==> config.mk <==
export PLATFORM = sky130hd
export DESIGN_NAME = decode_hazard_block
export DESIGN_NICKNAME = d
export VERILOG_FILES = /design/src/rtl/mips_defs_pkg.sv /design/src/rtl/decode_hazard_block_hazard_detect.sv /design/src/rtl/decode_hazard_block.sv
export SDC_FILE = /design/constraint.sdc
export NUM_CORES = 1
export LEC_CHECK = 0
export CAP_MARGIN = 20
export CELL_PAD_IN_SITES_DETAIL_PLACEMENT = 0
export CELL_PAD_IN_SITES_GLOBAL_PLACEMENT = 1
export CORE_AREA = 2 2 110 112
export DETAILED_ROUTE_END_ITERATION = 8
export DIE_AREA = 0 0 112 114
export PLACE_DENSITY = 0.94
export SLEW_MARGIN = 40
export SYNTH_ARGS = -nofsm -noshare
export SYNTH_HDL_FRONTEND = slang
export SYNTH_HIERARCHICAL = 1
export SYNTH_SLANG_ARGS = --single-unit
==> constraint.sdc <==
create_clock -name clk -period 7 [get_ports clk]
set_input_delay 1.4 -clock clk [delete_from_list [all_inputs] [get_ports clk]]
set_output_delay 1.4 -clock clk [all_outputs]
set_load 0.01 [all_outputs]
==> src/rtl/mips_defs_pkg.sv <==
// mips_defs_pkg: opcodes, instruction field positions and decode FSM states
package mips_defs_pkg;
  localparam logic [5:0] OP_RTYPE = 6'b000000;
  localparam logic [5:0] OP_LW    = 6'b100011;
  localparam logic [5:0] OP_SW    = 6'b101011;
  localparam logic [5:0] OP_BEQ   = 6'b000100;
  localparam logic [5:0] OP_BNE   = 6'b000101;
  localparam logic [5:0] OP_J     = 6'b000010;
  localparam logic [5:0] OP_JAL   = 6'b000011;
  localparam logic [5:0] OP_HALT  = 6'b111111;
  localparam int OPC_LSB = 26;
  localparam int RS_LSB  = 21;
  localparam int RT_LSB  = 16;
  localparam int RD_LSB  = 11;
  localparam int SH_LSB  = 6;
  typedef enum logic {RUN = 1'b0, HALT = 1'b1} state_t;
endpackage

==> src/rtl/decode_hazard_block_hazard_detect.sv <==
// hazard_detect: combinational lw load-use comparator
// ld_q/ld_rt_q: previous bundle was lw and its rt; ins: current instruction; hazard: refetch needed
module hazard_detect
  import mips_defs_pkg::*;
#(
  parameter int INS_W = 32
) (
  input  logic             ld_q,
  input  logic [4:0]       ld_rt_q,
  input  logic [INS_W-1:0] ins,
  output logic             hazard
);
  logic [5:0] op;
  logic       no_src;
  logic       uses_rt;
  always_comb begin
    op      = ins[OPC_LSB +: 6];
    no_src  = op == OP_J || op == OP_JAL || op == OP_HALT || ins == '0;
    uses_rt = op == OP_RTYPE || op == OP_SW || op == OP_BEQ || op == OP_BNE;
    hazard  = ld_q && ld_rt_q != '0 && !no_src &&
              (ld_rt_q == ins[RS_LSB +: 5] || (uses_rt && ld_rt_q == ins[RT_LSB +: 5]));
  end
endmodule

==> src/rtl/decode_hazard_block.sv <==
// decode_hazard_block: registers fetched instruction fields, stalls on lw load-use, resolves J/JAL, freezes on HALT
// in: clk, reset (sync, active-low), ins (for address of previous cycle), current_address
// out to fetch: stall, stall_pm, pc_mux_sel, jmp_loc; out to execute: id_* bundle; halted
module decode_hazard_block
  import mips_defs_pkg::*;
#(
  parameter int ADDR_W = 16,
  parameter int INS_W  = 32
) (
  input  logic              clk,
  input  logic              reset,
  input  logic [INS_W-1:0]  ins,
  input  logic [ADDR_W-1:0] current_address,
  output logic              stall,
  output logic              stall_pm,
  output logic              pc_mux_sel,
  output logic [ADDR_W-1:0] jmp_loc,
  output logic              id_valid,
  output logic [5:0]        id_opcode,
  output logic [4:0]        id_rs,
  output logic [4:0]        id_rt,
  output logic [4:0]        id_rd,
  output logic [4:0]        id_shamt,
  output logic [5:0]        id_funct,
  output logic [31:0]       id_imm,
  output logic [ADDR_W-1:0] id_pc,
  output logic              halted
);
  state_t            state;
  logic [ADDR_W-1:0] pc_q;
  logic              ld_q;
  logic [4:0]        ld_rt_q;
  logic              hazard;
  logic [5:0]        op;
  logic              is_halt;
  logic              is_j;
  hazard_detect #(.INS_W(INS_W)) u_hazard (
    .ld_q    (ld_q),
    .ld_rt_q (ld_rt_q),
    .ins     (ins),
    .hazard  (hazard)
  );
  always_comb begin
    op         = ins[OPC_LSB +: 6];
    is_halt    = op == OP_HALT;
    is_j       = op == OP_J || op == OP_JAL;
    stall      = reset && (state == HALT || is_halt || hazard);
    stall_pm   = reset && state == HALT;
    pc_mux_sel = reset && state == RUN && is_j && !hazard;
    jmp_loc    = pc_mux_sel ? ins[ADDR_W-1:0] : '0;
    halted     = state == HALT;
  end
  always_ff @(posedge clk) begin
    if (!reset) begin
      state     <= RUN;
      pc_q      <= '0;
      ld_q      <= 1'b0;
      ld_rt_q   <= '0;
      id_valid  <= 1'b0;
      id_opcode <= '0;
      id_rs     <= '0;
      id_rt     <= '0;
      id_rd     <= '0;
      id_shamt  <= '0;
      id_funct  <= '0;
      id_imm    <= '0;
      id_pc     <= '0;
    end else begin
      pc_q     <= current_address;
      id_valid <= 1'b0;
      ld_q     <= 1'b0;
      if (state == RUN && is_halt) state <= HALT;
      else if (state == RUN && !hazard) begin
        id_valid  <= 1'b1;
        id_opcode <= op;
        id_rs     <= ins[RS_LSB +: 5];
        id_rt     <= ins[RT_LSB +: 5];
        id_rd     <= ins[RD_LSB +: 5];
        id_shamt  <= ins[SH_LSB +: 5];
        id_funct  <= ins[5:0];
        id_imm    <= {{16{ins[15]}}, ins[15:0]};
        id_pc     <= pc_q;
        ld_q      <= op == OP_LW;
        ld_rt_q   <= ins[RT_LSB +: 5];
      end
    end
  end
endmodule

## Word level (Yosys, flattened, before mapping)

Cells that the tools add are included.
Widths: inputs -> output; s select.

| word-level totals | value |
|---|---|
| bits in registers | 83 |
| latch bits | 0 |
| RAM bits | 0 |
| memory bits (read-only) | 0 |
| output and inout port bits | 101 |
| word-level logic and storage cells | 55 |
| memories kept | 0 |

| operators by class | value |
|---|---|
| $add $sub $neg | 0 |
| multipliers | 0 |
| divide/modulo/power cells | 0 |
| $lt $le $gt $ge | 0 |
| eq/ne operators | 9 |
| shifts and indexed selects | 0 |
| muxes and demuxes | 2 |
| bitwise operators | 4 |
| reductions and logical operators | 28 |

Operator list:

| kind | number |
|---|---|
| $logic_not 32->1 | 1 |
| $eq 6x6->1 const B | 3 |
| $mux 16 | 1 |
| $eq 6x2->1 const B | 2 |
| $eq 6x3->1 const B | 2 |
| $logic_and 1x1->1 | 11 |
| $eq 5x5->1 | 2 |
| $logic_or 1x1->1 | 9 |
| $logic_not 6->1 | 1 |
| $reduce_bool 5->1 | 1 |
| $not 1->1 | 4 |
| $reduce_or 3->1 | 1 |
| $logic_not 1->1 | 2 |
| $reduce_and 2->1 | 1 |
| $reduce_or 2->1 | 1 |
| $mux 1 | 1 |

## Logic depth before layout (Yosys ltp)

| depth | value |
|---|---|
| depth after elaboration | 11 |
| gate-level depth with buffers | 9 |
| depth with buffers taken out | 7 |

## By module

The synthesis kept the hierarchy.

Modules (own cells, without submodules):

| module | times used | cells an instance | area an instance (um^2) |
|---|---|---|---|
| decode_hazard_block | 1 | 416 | 3674.8 |
| hazard_detect | 1 | 37 | 270.3 |

## Worst setup path before layout

OpenSTA, ideal clock, no wires.

| path | value |
|---|---|
| path type | input to output |
| from | input ins[28] |
| to | output jmp_loc[10] |
| arrival time | 3.223 ns |
| data required time | 5.600 ns |
| setup slack | 2.377 ns |
| cell stages on the path | 8 |
| buffers on the path | 2 |
| cells stage by stage | or4_1 nor4_2 a221oi_2 or2_1 buf_6 nor4_4 buf_6 and2_1 |

| between the ends | value |
|---|---|
| longest elaborated chain between the ends | 10 |

RTL lines:

| element | line | source |
|---|---|---|
| start: declaration | decode_hazard_block.sv:12 | `input logic [INS_W-1:0] ins,` |
| $eq 6x2->1 (tied with other cells) | decode_hazard_block_hazard_detect.sv:18 | `no_src = op == OP_J \|\| op == OP_JAL \|\| op == OP_HALT \|\| ins == '0;` |
| $logic_or 1x1->1 (on tied branches) (3 in series) | decode_hazard_block_hazard_detect.sv:18, decode_hazard_block_hazard_detect.sv:19 |  |
| $logic_not 1->1 or $logic_and 1x1->1 (tied branches) | decode_hazard_block_hazard_detect.sv:20, decode_hazard_block_hazard_detect.sv:21 |  |
| $logic_and 1x1->1 or $logic_or 1x1->1 (tied branches) | decode_hazard_block_hazard_detect.sv:20, decode_hazard_block_hazard_detect.sv:21 |  |
| $logic_and 1x1->1 (*) | decode_hazard_block_hazard_detect.sv:20 | `hazard = ld_q && ld_rt_q != '0 && !no_src &&` |
| net hazard | decode_hazard_block.sv:33 | `logic hazard;` |
| $logic_not 1->1 (*) | decode_hazard_block.sv:49 | `pc_mux_sel = reset && state == RUN && is_j && !hazard;` |
| $logic_and 1x1->1 (*) | decode_hazard_block.sv:49 |  |
| net pc_mux_sel | decode_hazard_block.sv:16 | `output logic pc_mux_sel,` |
| $mux 16 (*) | decode_hazard_block.sv:50 | `jmp_loc = pc_mux_sel ? ins[ADDR_W-1:0] : '0;` |
| end: declaration | decode_hazard_block.sv:17 | `output logic [ADDR_W-1:0] jmp_loc,` |

Mark *: on every way through the listed nets, which the timed path passes. The rest lies on a longest branch.

## Worst setup path after layout

| path | value |
|---|---|
| from | input ins[26] |
| to | output jmp_loc[14] |

| between the ends | value |
|---|---|
| longest elaborated chain between the ends | 10 |

RTL lines:

| element | line |
|---|---|
| $eq 6x2->1 (tied with other cells) | decode_hazard_block_hazard_detect.sv:18 |
| $logic_or 1x1->1 (on tied branches) (3 in series) | decode_hazard_block_hazard_detect.sv:18, decode_hazard_block_hazard_detect.sv:19 |
| $logic_not 1->1 or $logic_and 1x1->1 (tied branches) | decode_hazard_block_hazard_detect.sv:20, decode_hazard_block_hazard_detect.sv:21 |
| $logic_and 1x1->1 or $logic_or 1x1->1 (tied branches) | decode_hazard_block_hazard_detect.sv:20, decode_hazard_block_hazard_detect.sv:21 |
| $logic_and 1x1->1 (*) | decode_hazard_block_hazard_detect.sv:20 |
| net hazard | decode_hazard_block.sv:33 |
| $logic_not 1->1 (*) | decode_hazard_block.sv:49 |
| $logic_and 1x1->1 (*) | decode_hazard_block.sv:49 |
| $mux 16 (*) | decode_hazard_block.sv:50 |

Marks and branches as above.

==> results.yml <==
synth:
  synth.avg_cell_area_um2: 8.71
  ys_types: 34
  yosys-top-cells-area: "dfxtp_1, nor4bb_1, a32oi_1, o311ai_1, nand2_1"
  synth_top_area_frac: 0.340
  synth_most_common_cell: "nand2_1"
  synth_commonest_cells: "nand2_1, dfxtp_1, a32oi_1, clkbuf_1, o311ai_1"
  syn_nets: 503
  synth_cells: 453
  synth_warnings: 6
  synth_ff_type: "dfxtp_1"
  syn_area_um2: 3950
  synth_edf_count: 0
  seq_area_frac_synth: 0.340
  async_flop_share: 0
  synth_seq_cells: 67
  synth_top_area_cell: "dfxtp_1"
cells_and_area:
  final_nets: 589
  drive_gt1_frac: 0.0643
  multi_input_area_um2: 2160
  syn_to_final_growth_pct: 40.2
  fill_cells: 1145
  diodes: 0
  seq_area_um2: 1350
  final_core_util: 0.472
route:
  num_vias: 4014
  wl_per_cell_um: 17.8
  drt_wl_total_mm: 12.3
  drt-initial-drc-count: 278
  firstDrtPassIters: 5
  drcViolationCount: 0
  antenna_left: 0
  via_per_inst: 5.81
cts:
  cts_hold_buf: 0
  post-cts-setup-buffer-count: 0
  cts_resized: 0
  clockBufferDepth: 2
  cts_tree: "done"
  cts_made_buffers: 9
  clkTransAtPathRegs_ps: 60
  root_buffer: "clkbuf_16"
  htree_levels: 3
  cts_sinks: 67
  clock_latency_ps: 330
global_routing:
  grt_max_degree: 99
  grt_pass1_vias: 3759
  overflow: 0
  antenna_found_initial: 0
  grt_usage: 0.187
  grt_pass1_wl_mm: 19.5
power:
  powerDensity_nw_per_um2: 197
  p_total_mw: 1.09
  p_sw_mw: 0.307
  p_comb_frac: 0.212
  p_leak_nw: 1.89
  clkPwrFrac: 0.387
  p_seq_frac: 0.401
  irDropWorstVdd_mv: 0.133
  switching_share: 0.282
  intPower_mw: 0.782
status:
  status: "finished, final reports clean"
sta:
  worstMarginPinSlew_ps: 672
  tns_ps: 0
  skew_ps: 10.5
  finalSetupViolCount: 0
  slew_violations: 0
  finalHoldViolCount: 0
  max_clock_freq_mhz: 163
  relSlewSlack: 0.552
  finalCritPeriodShare: 0.877
  period_minus_slack_ps: 6140
  rsz0062_at_grt: "no"
placement:
  place.gp.congestion: 0.763
  numPortBuffers: 150
  hpwl_mm: 7.86
die:
  core_area_um2: 11700
  die_area_um2: 12800
  fp.dieW_um: 112
  initial_utilization: 0.337
  row_count: 40
  die_h_um: 114
  boundaryPins: 151
critical_path:
  cp-start-kind: "input port"
  critPathCaptureType: "output pin"
  crit_required_ps: 5600
  crit_type: "input port to output pin"
  crit_arrival_ps: 4740
  crit_fanout: 11
job:
  maxCapViolations: 0
worst_hold_path:
  min_path_type: "flip-flop to flip-flop"
==> sequential cells by signal (all words and copies together) (netlist names) <==
name       count
pc_q          16
id_imm         2
id_shamt       4
ld_rt_q        5
id_valid       1
id_opcode      6
halted         1
id_funct       5
id_pc         16
id_rs          5
ld_q           1
id_rd          5
==> final cells by class <==
class / instances / area share
Clock buffer: 10 / 0.0414
Sequential cell: 67 / 0.243
Tap cell: 147 / 0.0333
Inverter: 1 / 0.000679
Clock inverter: 6 / 0.00883
Multi-Input combinational cell: 303 / 0.391
Timing Repair Buffer: 157 / 0.281
==> cell usage in the layout (no fill, tap or decap), drive strengths merged, types with 2 or more instances in the layout <==
cell type	count
and4bb	4
xor2	8
clkdlybuf4s50	149
clkinvlp	3
nor4	10
nand2	87
nand4	2
nand3	2
o21ai	2
nor4bb	38
a32oi	42
a21oi	6
clkbuf	10
or4	3
and4	2
xnor2	2
o221a	6
dfxtp	67
inv	3
nor2b	2
and2	35
o311ai	42
buf	8
nor3	2
==> worst paths after layout <==
path,from,end,slack (ps),cells past startpoint
max,ins[26],jmp_loc[14],860,10
min,id_pc[0],id_pc[0],500,2
max reg2reg,ld_rt_q[2],id_opcode[3],4340,8
min reg2reg,id_pc[0],id_pc[0],500,2
==> through the flow <==
step / setup slack [ps] / instance area [um2] / hold WS, ps / cells
floorplan: 2380 / 3950 / 514 / 453
global placement: 926 / 5230 / 479 / 673
detailed placement: 780 / 5230 / 489 / 673
CTS: 782 / 5510 / 497 / 689
global route: 672 / 5530 / 517 / 691
finish: 859 / 5530 / 497 / 691
==> kinds of logic (layout without fill, tap and decap cells) <==
group                     after synthesis  after routing  share of synthesized area
DFF                                    67             67                      0.340
and+or+nand+nor                       191            191                      0.299
AOI/OAI and AO/OA                     102            102                      0.224
xor gates and xnor gates               10             10                     0.0222
buffers and inverters                  83            174                      0.115
==> power groups by stage <==
stage / combinational, mW / clock, mW / sequential [mW]
2_1_floorplan: 0.115 / 0 / 0.449
3_3_place_gp: 0.226 / 0 / 0.443
3_5_place_dp: 0.231 / 0 / 0.445
4_1_cts: 0.232 / 0.431 / 0.437
5_1_grt: 0.249 / 0.447 / 0.440
6_report: 0.231 / 0.422 / 0.437
==> worst max-delay path, stage by stage <==
cell,delay (ps)
clkdlybuf4s50_1,620
nor4_1,380
nand4_1,150
nor4_2,370
a221oi_4,110
or2_2,330
nor4_4,450
buf_4,250
and2_1,140
clkdlybuf4s50_1,530
==> per-layer routing <==
metal	part of all wire	track usage	wire, um	vias to the layer above
li1	-	-	-	1885
met1	0.42	0.224	5220	1939
met2	0.49	0.325	6070	173
met3	0.064	0.0452	788	17
met4	0.019	0.0724	237	0
met5	0	0	0	-
(Power assumes the default switching activity.)
